==> src/rtl/acc_cpu_sequencer.sv <==
`default_nettype none
// ============================================================================
// Module : acc_cpu_sequencer
// Desc   : Multi-cycle fetch/decode/execute controller for the accumulator ALU.
//          Define ACC_CPU_SEQUENCER_STEP_EN to add the single-step PAUSE state.
// Rev    : 1.0
// ============================================================================
module acc_cpu_sequencer #(
   parameter int DATA_SIZE   = 8,
   parameter int OPCODE_SIZE = 4,
   parameter int INSTR_SIZE  = 12,
   parameter int ADDR_SIZE   = 8
) (
   input  logic                  clk,
   input  logic                  rst,
`ifdef ACC_CPU_SEQUENCER_STEP_EN
   input  logic                  step,
`endif
   output logic [ADDR_SIZE-1:0]  mem_addr,
   output logic                  mem_rd,
   output logic                  mem_wr,
   output logic [INSTR_SIZE-1:0] mem_wdata,
   input  logic [INSTR_SIZE-1:0] mem_rdata,
   output logic [INSTR_SIZE-1:0] instr_reg,
   output logic [DATA_SIZE-1:0]  accumulator,
   output logic [DATA_SIZE-1:0]  from_mem_data,
   input  logic [DATA_SIZE-1:0]  alu_out,
   input  logic                  we_alu,
   output logic [ADDR_SIZE-1:0]  pc,
   output logic                  halted
);

   typedef enum logic [2:0] {
      S_FETCH   = 3'd0,
      S_LOAD_IR = 3'd1,
      S_DECODE  = 3'd2,
      S_OPERAND = 3'd3,
      S_EXEC    = 3'd4,
      S_HALT    = 3'd5
`ifdef ACC_CPU_SEQUENCER_STEP_EN
      , S_PAUSE = 3'd6
`endif
   } state_t;

   localparam logic [OPCODE_SIZE-1:0] OP_MEM_FIRST = OPCODE_SIZE'(1);
   localparam logic [OPCODE_SIZE-1:0] OP_MEM_LAST  = OPCODE_SIZE'(6);
   localparam logic [OPCODE_SIZE-1:0] OP_REG_FIRST = OPCODE_SIZE'(7);
   localparam logic [OPCODE_SIZE-1:0] OP_REG_LAST  = OPCODE_SIZE'(11);
   localparam logic [OPCODE_SIZE-1:0] OP_JMP       = OPCODE_SIZE'(13);
   localparam logic [OPCODE_SIZE-1:0] OP_JZ        = OPCODE_SIZE'(14);
   localparam logic [OPCODE_SIZE-1:0] OP_HALT      = OPCODE_SIZE'(15);

   function automatic logic is_mem_op(input logic [OPCODE_SIZE-1:0] op);
      return (op >= OP_MEM_FIRST) && (op <= OP_MEM_LAST);
   endfunction

   function automatic logic is_reg_op(input logic [OPCODE_SIZE-1:0] op);
      return (op >= OP_REG_FIRST) && (op <= OP_REG_LAST);
   endfunction

   state_t                  state_q;
   logic [ADDR_SIZE-1:0]    pc_q;
   logic [ADDR_SIZE-1:0]    pc_d;
   logic [INSTR_SIZE-1:0]   instr_reg_q;
   logic [DATA_SIZE-1:0]    accumulator_q;
   logic [DATA_SIZE-1:0]    from_mem_data_q;
   logic [ADDR_SIZE-1:0]    mem_addr_q;
   logic [INSTR_SIZE-1:0]   mem_wdata_q;
   logic                    mem_rd_q;
   logic                    mem_wr_q;
   logic                    halted_q;

   logic [OPCODE_SIZE-1:0]  ir_op;
   logic [OPCODE_SIZE-1:0]  rd_op;
   logic [ADDR_SIZE-1:0]    ir_f;
   logic                    enter_exec;

   assign ir_op      = instr_reg_q[INSTR_SIZE-1 -: OPCODE_SIZE];
   assign rd_op      = mem_rdata[INSTR_SIZE-1 -: OPCODE_SIZE];
   assign ir_f       = instr_reg_q[ADDR_SIZE-1:0];
   assign enter_exec = ((state_q == S_DECODE) && !is_mem_op(ir_op)) || (state_q == S_OPERAND);

   always_comb begin
      pc_d = pc_q;
      if ((ir_op == OP_JMP) || ((ir_op == OP_JZ) && (accumulator_q == '0))) begin
         pc_d = ir_f;
      end
   end

   always_ff @(posedge clk or posedge rst) begin
      if (rst) begin
         state_q         <= S_FETCH;
         pc_q            <= '0;
         instr_reg_q     <= '0;
         accumulator_q   <= '0;
         from_mem_data_q <= '0;
         mem_addr_q      <= '0;
         mem_wdata_q     <= '0;
         mem_rd_q        <= 1'b0;
         mem_wr_q        <= 1'b0;
         halted_q        <= 1'b0;
      end else begin
         case (state_q)
            // Leaving reset, FETCH has not yet issued its read; issue it first.
            S_FETCH: begin
               if (!mem_rd_q) begin
                  mem_rd_q   <= 1'b1;
                  mem_addr_q <= pc_q;
               end else begin
                  mem_rd_q <= 1'b0;
                  state_q  <= S_LOAD_IR;
               end
            end
            S_LOAD_IR: begin
               instr_reg_q <= mem_rdata;
               pc_q        <= pc_q + ADDR_SIZE'(1);
               state_q     <= S_DECODE;
               if (is_mem_op(rd_op)) begin
                  mem_rd_q   <= 1'b1;
                  mem_addr_q <= mem_rdata[ADDR_SIZE-1:0];
               end
            end
            S_DECODE: begin
               mem_rd_q <= 1'b0;
               state_q  <= is_mem_op(ir_op) ? S_OPERAND : S_EXEC;
            end
            S_OPERAND: begin
               from_mem_data_q <= mem_rdata[DATA_SIZE-1:0];
               state_q         <= S_EXEC;
            end
            S_EXEC: begin
               mem_wr_q <= 1'b0;
               pc_q     <= pc_d;
               if (!mem_wr_q && (is_mem_op(ir_op) || is_reg_op(ir_op))) begin
                  accumulator_q <= alu_out;
               end
               if (ir_op == OP_HALT) begin
                  state_q  <= S_HALT;
                  halted_q <= 1'b1;
               end else begin
`ifdef ACC_CPU_SEQUENCER_STEP_EN
                  state_q <= S_PAUSE;
`else
                  state_q    <= S_FETCH;
                  mem_rd_q   <= 1'b1;
                  mem_addr_q <= pc_d;
`endif
               end
            end
            S_HALT: begin
               halted_q <= 1'b1;
            end
`ifdef ACC_CPU_SEQUENCER_STEP_EN
            S_PAUSE: begin
               if (step) begin
                  state_q    <= S_FETCH;
                  mem_rd_q   <= 1'b1;
                  mem_addr_q <= pc_q;
               end
            end
`endif
            default: begin
               state_q <= S_FETCH;
            end
         endcase

         // The write strobe is owned by the ALU's store request, not the opcode.
         if (enter_exec) begin
            mem_wr_q <= we_alu;
            if (we_alu) begin
               mem_addr_q  <= ir_f;
               mem_wdata_q <= INSTR_SIZE'(alu_out);
            end
         end
      end
   end

   assign mem_addr      = mem_addr_q;
   assign mem_rd        = mem_rd_q;
   assign mem_wr        = mem_wr_q;
   assign mem_wdata     = mem_wdata_q;
   assign instr_reg     = instr_reg_q;
   assign accumulator   = accumulator_q;
   assign from_mem_data = from_mem_data_q;
   assign pc            = pc_q;
   assign halted        = halted_q;

endmodule
`default_nettype wire

==> config.mk <==
export PLATFORM = sky130hd
export DESIGN_NAME = acc_cpu_sequencer
export DESIGN_NICKNAME = d
export VERILOG_FILES = /design/src/rtl/acc_cpu_sequencer.sv
export SDC_FILE = /design/constraint.sdc
export NUM_CORES = 1
export LEC_CHECK = 0
export BUFFER_PORTS_ARGS = -buffer_cell sky130_fd_sc_hd__buf_2
export CAP_MARGIN = 40
export CORE_MARGIN = 3
export CORE_UTILIZATION = 40
export DETAILED_ROUTE_END_ITERATION = 8
export GPL_ROUTABILITY_DRIVEN = 0
export SKIP_CTS_REPAIR_TIMING = 1
export SYNTH_ARGS = -nofsm -noshare
export SYNTH_HDL_FRONTEND = slang
export SYNTH_SLANG_ARGS = --single-unit
==> constraint.sdc <==
create_clock -name clk -period 2.65 [get_ports clk]
set_input_delay 0 -clock clk [delete_from_list [all_inputs] [get_ports clk]]
set_output_delay 0 -clock clk [all_outputs]
set_load 0.03 [all_outputs]
# Yosys cells after proc, flatten, opt, wreduce, memory -nomap -nowiden
# Index checks and enable logic that the tools add are counted.
# W data, S select, Z words.
# totals
out_inout_bits	59
elab_cells	72
register_bits	58
input_bits	23
# op_classes
reduce_logical	22
eq_ne	12
bitwise	1
addsub	1
n_mux	20
n_lt_le_gt_ge	6
# ops
operator	count
$mux W8	6
$pmux W8 S3	1
$pmux W3 S6	1
$pmux W8 S2	1
$eq A4 B4 Y1 const B	3
$mux W3	3
$add A8 B1 Y8 const B	1
$ge A4 B1 Y1 const B	2
$le A4 B3 Y1 const B	2
$logic_not A8 Y1	1
$ne A2 B2 Y1 const B	4
$reduce_and A2 Y1	4
$eq A3 B2 Y1 const B	2
$eq A3 B3 Y1 const B	2
$logic_and A1 B1 Y1	6
$mux W1	6
$reduce_bool A2 Y1	3
$ge A4 B3 Y1 const B	1
$le A4 B4 Y1 const B	1
$pmux W1 S4	1
$reduce_bool A4 Y1	1
$eq A3 B1 Y1 const B	1
$logic_not A3 Y1	1
$logic_or A1 B1 Y1	3
other kinds (4)	5

# Depth between registers and ports, before layout
# logic_depth
word_depth	8
mapped_depth	7
mapped_depth_nobuf	5

# Least setup slack after synthesis
# OpenSTA, ideal clock, no wires.
# synth_path
path_type	register -> register
startpoint	reg instr_reg_q[10], in the netlist instr_reg[10]
endpoint	reg mem_wdata_q[0], in the netlist mem_wdata[0]
required_ns	2.525
path_stages_with_launch	7
setup_ns	0.125
synth_period_minus_slack_ns	2.065
path_buffers	2
setup_slack_ns	0.585
arrival_time_ns	1.941
cell_sequence	dfrtp_1 -> buf_2 -> and3_2 -> or4_1 -> nand3_2 -> buf_4 -> mux2_2
# synth_between
elab_chain_len	6
word_cells_on_any_way	7
classes_between	order compare (2); reduce/logical (5)
# synth_lines
item	line_no	text
start, declared	64	logic [INSTR_SIZE-1:0] instr_reg_q;
start signal, assigned	115	instr_reg_q <= mem_rdata;
$ge A4 B1 Y1 or $le A4 B3 Y1 (tied branches)	54	return (op >= OP_MEM_FIRST) && (op <= OP_MEM_LAST);
$logic_and A1 B1 Y1 *	54	
$logic_not A1 Y1 *	81	assign enter_exec = ((state_q == S_DECODE) && !is_mem_op(ir_op)) || (state_q == S_OPERAND);
$logic_and A1 B1 Y1 *	81	
$logic_or A1 B1 Y1 *	81	
$reduce_and A2 Y1 (no source line) *	-	
end signal, assigned	172	mem_wdata_q <= INSTR_SIZE'(alu_out);
end, declared	68	logic [INSTR_SIZE-1:0] mem_wdata_q;
# Mark *: on every way between the ends. The rest lies on a longest branch, timed or not.
# A chain may end at the register's enable or synchronous reset.

# Worst setup path in the final report
# layout_path
startpoint	reg instr_reg_q[8], in the netlist instr_reg[8]
endpoint	reg pc_q[7], in the netlist pc[7]
# layout_between
elab_chain_len	5
word_cells_on_any_way	6
classes_between	eq/ne (2); mux (2); reduce/logical (2)
# layout_lines
item	line_no	text
$eq A4 B4 Y1	85	if ((ir_op == OP_JMP) || ((ir_op == OP_JZ) && (accumulator_q == '0))) begin
$logic_and A1 B1 Y1	85	
$logic_or A1 B1 Y1 *	85	
$mux W8 *	85	
$pmux W8 S2 *	103	case (state_q)
end signal, assigned	116	pc_q <= pc_q + ADDR_SIZE'(1);
end signal, assigned	133	pc_q <= pc_d;
end, declared	62	logic [ADDR_SIZE-1:0] pc_q;
# Marked as above.

==> flow_metrics.py <==
metrics = {
    "run_status": {
        "status": "completed",
    },
    "placement": {
        "dp_hpwl_mm": 6.53,
        "portBuffers": 77,
        "preCtsSetupSlack_ns": 0.499,
    },
    "floorplan": {
        "dieArea_mm2": 0.00929,
        "coreArea_mm2": 0.00781,
        "die_x_um": 96.4,
        "fp.dieH_um": 96.4,
        "io_pins": 82,
        "rows": 32,
        "initial_utilization_pct": 41.8,
    },
    "global_routing": {
        "grt_use_met1_pct": 30.3,
        "grt_antenna_before_repair": 0,
        "grt_overflow": 0,
        "met3_usage_pct": 4.73,
        "grt_max_degree": 59,
        "grt.total_usage_pct": 20.8,
        "grt_pass1_vias": 2737,
        "grt_pass1_wl_mm": 14.7,
        "grt_use_met2_pct": 31.3,
        "top_usage_layer": "met2",
    },
    "synth": {
        "syn_area_mm2": 0.00327,
        "ys.flop_type": "dfrtp_1",
        "yosysWarnings": 0,
        "synthCells": 340,
        "synthArstFlopShare_pct": 100,
        "ys_seq_elements": 58,
        "synth_edf_count": 0,
        "yosysSeqAreaShare_pct": 44.4,
        "avgSynthCellArea_um2": 9.61,
        "ys_types": 49,
    },
    "worst_setup_path": {
        "critPathLaunchType": "flip-flop",
        "arrival_ns": 2.38,
        "path_class": "reg -> reg",
        "rrSetupSlack_ns": 0.49,
        "reg2reg_depth": 5,
        "endpoint_kind": "flip-flop",
        "r2r-start": "instr_reg[8]$_DFFE_PP0P_",
        "crit_fanout": 12,
        "rr_endpoint": "pc[7]$_DFFE_PP0P_",
        "required_ns": 2.88,
    },
    "sta": {
        "tightest_slew_ns": 0.766,
        "fin_ws_ns": 0.491,
        "max_slew_margin_pct": 48.9,
        "clock-skew-final_ns": 0.00565,
        "period_share_pct": 81.5,
        "finalMaxSlewViolations": 0,
        "period_minus_slack_ns": 2.16,
        "tns_ns": 0,
        "setup_viol": 0,
        "fmax_ghz": 0.463,
        "hold_viol": 0,
        "rsz0062_at_grt": "false",
    },
    "clock_network": {
        "worstSkewPairLatency_ns": 0.34,
        "clk_pin_slew_ns": 0.07,
        "cts.sinks": 58,
        "htreeDepth": 3,
        "cts_tree": "done",
        "cts_buffers": 9,
        "cts-root-buf": "clkbuf_8",
        "clk_path_buf_depth": 2,
    },
    "finish": {
        "n_fill_cell": 730,
        "diodes": 0,
        "register_area_mm2": 0.00145,
        "nets": 455,
        "drive_gt1_share_pct": 31.7,
        "multi_input_area_mm2": 0.00169,
        "largest_reg_flops": 12,
        "area_growth_pct": 26.4,
    },
    "routing": {
        "vias_per_cell": 5.61,
        "wirelength_mm": 9.38,
        "vias": 3018,
        "dr.pass1.iters": 4,
        "wl_per_cell_um": 17.4,
        "postRouteAntennaNets": 0,
        "drc": 0,
        "first_iter_violations": 213,
    },
    "power_and_ir_drop": {
        "cellLeakagePower_nw": 1.84,
        "ir_drop_mv": 0.677,
        "p_per_area_mw_per_mm2": 1400,
    },
    "hold_path": {
        "hold_start": "mem_rdata[8]",
        "hold_class": "in -> reg",
        "min_to": "instr_reg[8]$_DFFE_PP0P_",
        "whs_path_depth": 3,
    },
    "run": {
        "drv_cap": 0,
    },
}
[report_power, final]
| group | total, mW | internal (mW) | leakage, nW | switching (mW) |
|---|---|---|---|---|
| logic | 2.93 | 1.11 | 1.05 | 1.82 |
| clock network | 0.932 | 0.537 | 0.110 | 0.395 |
| registers | 1.91 | 1.33 | 0.683 | 0.580 |
[critical path, stage by stage, from the launching register on]
cell,delay (ns)
dfrtp_1,0.45
or4_4,0.56
o31a_1,0.45
nand2_2,0.20
o21ai_1,0.09
a221o_1,0.30
[cell usage after synthesis (all sizes together), types with 4 or more instances]
library cell	number	area share (%)
dfrtp	58	44
mux2	25	8.6
o2111ai	8	2.1
nand2b	13	2.5
o21ai	15	2.3
o32ai	8	2.1
clkbuf	13	1.5
buf	12	2.4
a21oi	9	1.4
inv	4	0.46
or4	12	3.0
nand4	4	0.77
nor3	19	2.9
a22oi	8	1.8
and3	10	2.0
nor2	25	2.9
o22ai	5	0.96
o32a	8	2.5
nand2	52	6.1
a22o	6	1.6
[per-stage QoR]
stage	hold slack (ns)	std cells	util [%]	area (µm²)	total power, mW
global placement	0.239	502	47.4	3700	4.78
detailed placement	0.248	502	47.4	3700	4.84
finish	0.000191	538	52.9	4130	5.77
floorplan	0.105	343	-	3280	3.95
CTS	-0.111	518	50.3	3930	5.79
global route	0.00458	538	52.9	4130	6.16
[how the worst max path moves through the flow]
stage                                    from                        to  slack (ns)  cells after the start
floorplan           instr_reg[10]$_DFFE_PP0P_  mem_wdata[0]$_DFFE_PP0P_        0.58                      6
global placement     instr_reg[8]$_DFFE_PP0P_         pc[7]$_DFFE_PP0P_        0.53                      5
detailed placement   instr_reg[8]$_DFFE_PP0P_         pc[7]$_DFFE_PP0P_        0.50                      5
CTS                  instr_reg[8]$_DFFE_PP0P_         pc[7]$_DFFE_PP0P_        0.49                      5
global route        instr_reg[10]$_DFFE_PP0P_  mem_wdata[0]$_DFFE_PP0P_        0.38                      4
finish               instr_reg[8]$_DFFE_PP0P_         pc[7]$_DFFE_PP0P_        0.49                      5
[cell families (layout without fill, tap and decap cells)]
group                    count (synthesis)  after routing  share of synthesized area (%)
AO/OA/AOI/OAI                           79             79                           18.4
adder cells (fa/ha/maj)                  1              1                          0.383
buffers and inverters                   29            122                           4.33
flip-flops                              58             58                           44.4
multiplexers                            26             26                           9.31
other                                    1              4                          0.115
AND/OR/NAND/NOR                        146            146                           23.1
[metal layers]
layer / vias up / wire length [µm]
li1: 1455 / -
met1: 1460 / 4320
met2: 97 / 4340
met3: 6 / 657
met4: 0 / 56
met5: - / 0
[placed cells by master (no fill, tap or decap), types with 4 or more instances in the layout]
master / instances
nor2_1: 24
clkbuf_8: 9
a22o_1: 6
and3_1: 9
o2111ai_1: 8
dfrtp_1: 58
buf_4: 5
nor3_1: 19
nand2_1: 50
o22ai_1: 5
o32a_1: 8
a21oi_1: 9
buf_2: 77
nand2b_1: 13
o21ai_0: 14
or4_1: 9
nand4_1: 4
mux2_2: 25
conb_1: 4
a22oi_1: 8
o32ai_1: 8
dlygate4sd3_1: 20
[area by class of cell]
class | instances | area share [%]
multi-input cells | 256 | 40.8
flip-flops and latches | 58 | 35.2
repair buffers | 102 | 15.1
well taps | 102 | 3.09
clock buffers | 9 | 3.00
clock inverters | 7 | 2.48
inverters | 4 | 0.364
(Power assumes the default switching activity.)
